`src/rtl/led_blink_scheduler.sv`:
```
// Round-robin owner of one shared LED: each granted requester gets REM blinks
// (ON/OFF phases of TICK_DIV cycles), a dark GAP phase, then a one-cycle FIN with DONE.
module led_blink_scheduler #(
  parameter int TICK_DIV = 6_000_000,
  parameter int NREQ     = 3
) (
  input  logic              CLK,
  input  logic              RST,
  input  logic [NREQ-1:0]   REQ,
  input  logic [4*NREQ-1:0] REQ_COUNT,
  output logic [NREQ-1:0]   GRANT,
  output logic [NREQ-1:0]   DONE,
  output logic              LED,
  output logic              BUSY
);

  localparam int PW = (TICK_DIV > 2) ? $clog2(TICK_DIV) : 1;
  localparam logic [PW-1:0] PRE_END = PW'(TICK_DIV - 1);

  typedef enum logic [2:0] {IDLE, ON, OFF, GAP, FIN} state_t;

  state_t          state, state_nxt;
  logic [PW-1:0]   pre, pre_nxt;
  logic [3:0]      rem, rem_nxt;
  logic [1:0]      last, last_nxt;
  logic [1:0]      c1, c2, win;
  logic [NREQ-1:0] grant_nxt, done_nxt;
  logic            led_nxt, busy_nxt;
  logic            phase_end;

  assign phase_end = (pre == PRE_END);

  // Search order LAST+1, LAST+2, LAST (mod 3); win is only used when REQ != 0.
  always_comb begin
    c1 = (last == 2'd2) ? 2'd0 : last + 2'd1;
    c2 = (c1 == 2'd2) ? 2'd0 : c1 + 2'd1;
    if (REQ[c1])      win = c1;
    else if (REQ[c2]) win = c2;
    else              win = last;
  end

  always_comb begin
    state_nxt = state;
    pre_nxt   = pre;
    rem_nxt   = rem;
    last_nxt  = last;
    grant_nxt = GRANT;
    done_nxt  = '0;
    led_nxt   = LED;
    case (state)
      IDLE: begin
        grant_nxt = '0;
        led_nxt   = 1'b0;
        if (|REQ) begin
          grant_nxt = NREQ'(1) << win;
          last_nxt  = win;
          rem_nxt   = REQ_COUNT[4*win +: 4];
          pre_nxt   = '0;
          if (REQ_COUNT[4*win +: 4] != 4'd0) begin
            state_nxt = ON;
            led_nxt   = 1'b1;
          end else begin
            state_nxt = FIN;
            done_nxt  = NREQ'(1) << win;
          end
        end
      end
      ON: begin
        pre_nxt = pre + 1'b1;
        if (phase_end) begin
          pre_nxt   = '0;
          state_nxt = OFF;
          led_nxt   = 1'b0;
          rem_nxt   = (rem != 4'd0) ? rem - 4'd1 : rem;
        end
      end
      OFF: begin
        pre_nxt = pre + 1'b1;
        if (phase_end) begin
          pre_nxt = '0;
          if (rem != 4'd0) begin
            state_nxt = ON;
            led_nxt   = 1'b1;
          end else begin
            state_nxt = GAP;
          end
        end
      end
      GAP: begin
        pre_nxt = pre + 1'b1;
        if (phase_end) begin
          pre_nxt   = '0;
          state_nxt = FIN;
          done_nxt  = GRANT;
        end
      end
      FIN: begin
        state_nxt = IDLE;
        grant_nxt = '0;
        led_nxt   = 1'b0;
      end
      default: begin
        state_nxt = IDLE;
        grant_nxt = '0;
        led_nxt   = 1'b0;
      end
    endcase
    busy_nxt = (state_nxt != IDLE);
  end

  always_ff @(posedge CLK or posedge RST) begin
    if (RST) begin
      state <= IDLE;
      pre   <= '0;
      rem   <= 4'd0;
      last  <= 2'd2;
      GRANT <= '0;
      DONE  <= '0;
      LED   <= 1'b0;
      BUSY  <= 1'b0;
    end else begin
      state <= state_nxt;
      pre   <= pre_nxt;
      rem   <= rem_nxt;
      last  <= last_nxt;
      GRANT <= grant_nxt;
      DONE  <= done_nxt;
      LED   <= led_nxt;
      BUSY  <= busy_nxt;
    end
  end

endmodule

```
`config.mk`:
```
export PLATFORM = sky130hd
export DESIGN_NAME = led_blink_scheduler
export DESIGN_NICKNAME = d
export VERILOG_FILES = /design/src/rtl/led_blink_scheduler.sv
export SDC_FILE = /design/constraint.sdc
export NUM_CORES = 1
export LEC_CHECK = 0
export ABC_AREA = 1
export BUFFER_PORTS_ARGS = -buffer_cell sky130_fd_sc_hd__buf_2
export CAP_MARGIN = 5
export CELL_PAD_IN_SITES_DETAIL_PLACEMENT = 0
export CELL_PAD_IN_SITES_GLOBAL_PLACEMENT = 1
export CORE_MARGIN = 2
export CORE_UTILIZATION = 35
export DETAILED_ROUTE_END_ITERATION = 16
export PLACE_DENSITY = 0.66
export SLEW_MARGIN = 20
export SYNTH_ARGS = -nofsm -noshare
export SYNTH_HDL_FRONTEND = slang
export SYNTH_SLANG_ARGS = --single-unit
```
`constraint.sdc`:
```
create_clock -name CLK -period 1.69 [get_ports CLK]
set_input_delay 0.169 -clock CLK [delete_from_list [all_inputs] [get_ports CLK]]
set_output_delay 0.169 -clock CLK [all_outputs]
set_load 0.1 [all_outputs]
```
==> impl_metrics.toml <==
[sta]
rsz0062_at_grt = "yes"
slew_viol_final = 0
period_share_pct = 110
setup_viol = 24
fmax_ghz = 0.537
worst_slew_margin_rel_pct = 65.9
tns_ns = -1.76
clock_skew_ns = 0.00492
final-hold-violation-count = 31
fin_ws_ns = -0.173
hold_ws_ns = -0.00991
min_period_ns = 1.86
worst_pin_slew_ns = 0.512

[global_routing]
grt_pass1_vias = 2620
grt_max_degree = 41
antenna_found_initial = 0
grt_pass1_wl_mm = 11.4
grtUsageTotal_pct = 19.0
grt_overflow = 0

[clock_network]
cts_hold_buffers = 0
clk_latency_ns = 0.30
clkSinkCount = 40
clk_pin_slew_worst_paths_ns = 0.08
ctsRootBufferMaster = "clkbuf_8"
cts_tree = "built"
numCtsBuffers = 5
htree_levels = 2
clock_path_buffers = 2

[final_layout]
final_common_cell = "buf_4"
num_antenna_cells = 0
multi_input_area_mm2 = 0.00155
final_util_pct = 56.7
layout_common_cells = "76 x buf_4, 43 x inv_1, 38 x dfrtp_1, 34 x nand2_1, 25 x nor2_1"
drive_gt1_share_pct = 49.5
fill_cells = 633
area_growth_pct = 58.1
fin_cells = 520
seq_area_mm2 = 0.00100
num-nets-final = 458

[placement]
place_congestion = 0.821
port_buffers = 24
dp_hpwl_mm = 4.97
dp.cells = 486
dp_slack_ns = -0.123

[yosys]
synth-seq-area-share_pct = 41.4
avgSynthCellArea_um2 = 7.55
ys_ff_latch = 40
synth_edf_count = 0
netlist_instances = 321
syn_area_mm2 = 0.00242
yosys_warnings = 0
syn-num-nets = 340
ys.flop_type = "dfrtp_1"
synthArstFlopShare_pct = 100
synthDistinctLibCells = 38

[worst_setup_path]
worst-path-buf-inv = 1
r2r_slack_ns = -0.17
timing.critical_path.cells = "ha_2, nand2_2, buf_6, nor2_4, nand3_2, nor3_4, nand2_2, nor2_2, nand4_1, o21ai_1, nor2_1"
crit_path_start_kind = "flop"
critical_path_required_ns = 1.88
crit_path_frequent_cell = "nand2_2"
cp_top_family = "simple AND/OR/NAND/NOR gates"
slowest_stage = "dfrtp_1"
arrival_ns = 2.05
crit_path_max_fanout = 3
max_stage_delay_ns = 0.36
end_kind = "flop"
crit_type = "reg2reg"

[routing]
drtPass1Iterations = 4
finalWirelength_mm = 7.22
vias_per_cell = 5.05
drt_first_iter_violations = 83
wire_per_inst_um = 13.9
detail-route-antenna-nets = 0
drc_errors = 0
vias = 2626

[floorplan]
row_count = 30
io-pin-count = 25
coreArea_mm2 = 0.00676
die-area_mm2 = 0.00760
start_util_pct = 35.9
die_w_um = 87.2
dieHeight_um = 87.2

[min_path]
hold_class = "in2async"

[flow_run]
max_cap_viol_count = 0

[status]
status = "finished with violations"
violations = "hold timing, setup timing"

[power]
vdd_drop_max_mv = 0.779
leakagePower_nw = 1.93
powerDensity_mw_per_mm2 = 1280
==> per-layer routing <==
metal  global-route usage [%]  vias to the layer above  routed length, um
met2                     34.8                       63               3720
met1                     21.3                     1236               2980
met5                        0                        -                  0
met4                     8.25                        0                237
met3                     3.60                       20                283
li1                         -                     1307                  -
==> state kept, by name (all words and copies together) (netlist names) <==
name	cells
pre	23
DONE	3
GRANT	3
BUSY	1
state	3
LED	1
rem	4
last	2
==> repair_timing <==
item | in CTS | in global routing
cloned | 1 | 1
resized for setup | 48 | 69
endpoints found under the setup margin | 27 | 32
pin swaps | 23 | 43
buffers inserted | 16 | 10
==> power by group <==
group,switching (W),internal [W],total (W)
clock network,0.000347,0.000439,0.000786
logic,0.00169,0.00110,0.00280
registers,0.000158,0.00115,0.00131
==> cell usage after synthesis (4+ instances only) <==
cell	n	area (um2)
a21oi_1	17	85.1
dfrtp_1	39	976
inv_1	48	180
inv_2	4	15.0
nand2_1	50	188
nand2_2	7	43.8
nand3_1	26	130
nand4_1	15	93.8
nor2_1	34	128
nor2_2	7	43.8
nor3_1	11	55.1
nor3_2	4	40.0
o21ai_0	16	80.1
o21ai_1	6	30.0
o22ai_1	4	25.0
==> area by class of cell <==
| cell class | count | share of cell area, % |
|---|---|---|
| multi-input cells | 225 | 40.6 |
| repair buffers | 113 | 21.9 |
| clock inverters | 2 | 0.915 |
| repair inverters | 1 | 0.294 |
| inverters | 53 | 5.65 |
| well taps | 80 | 2.61 |
| clock buffers | 6 | 1.89 |
| flip-flops and latches | 40 | 26.2 |
==> final timing paths <==
path / depth (start not counted) / end / startpoint
max in group asynchronous: 3 / pre[9] / RST
min in group CLK: 4 / last[1] / REQ[1]
hold reg to reg: 2 / LED / LED
setup / recovery: 11 / pre[20] / pre[1]
setup reg to reg: 11 / pre[20] / pre[1]
hold / removal: 3 / pre[18] / RST
==> per-stage QoR <==
| stage | area (um2) | total power, W |
|---|---|---|
| 2_1_floorplan | 2420 | 0.00273 |
| 3_3_place_gp | 3100 | 0.00343 |
| 3_5_place_dp | 3100 | 0.00344 |
| 4_1_cts | 3520 | 0.00450 |
| 5_1_grt | 3830 | 0.00522 |
| 6_report | 3830 | 0.00489 |
==> kinds of logic (layout without fill, tap and decap cells) <==
| family | Yosys count | after routing | synth area share, % |
|---|---|---|---|
| AO/OA/AOI/OAI | 52 | 52 | 12.3 |
| XOR/XNOR | 5 | 5 | 1.81 |
| flip-flops | 40 | 40 | 41.4 |
| AND/OR/NAND/NOR | 165 | 166 | 34.0 |
| adder cells (fa/ha/maj) | 2 | 2 | 1.03 |
| buffers and inverters | 57 | 175 | 9.50 |
==> worst reg2reg max path, cell delays in order (launching register included) <==
cell,delay [ns]
dfrtp_1,0.36
ha_2,0.19
nand2_2,0.07
buf_6,0.13
nor2_4,0.08
nand3_2,0.09
nor3_4,0.19
nand2_2,0.09
nor2_2,0.17
nand4_1,0.13
o21ai_1,0.19
nor2_1,0.07
Note: power is estimated with default switching activity, not from simulation.
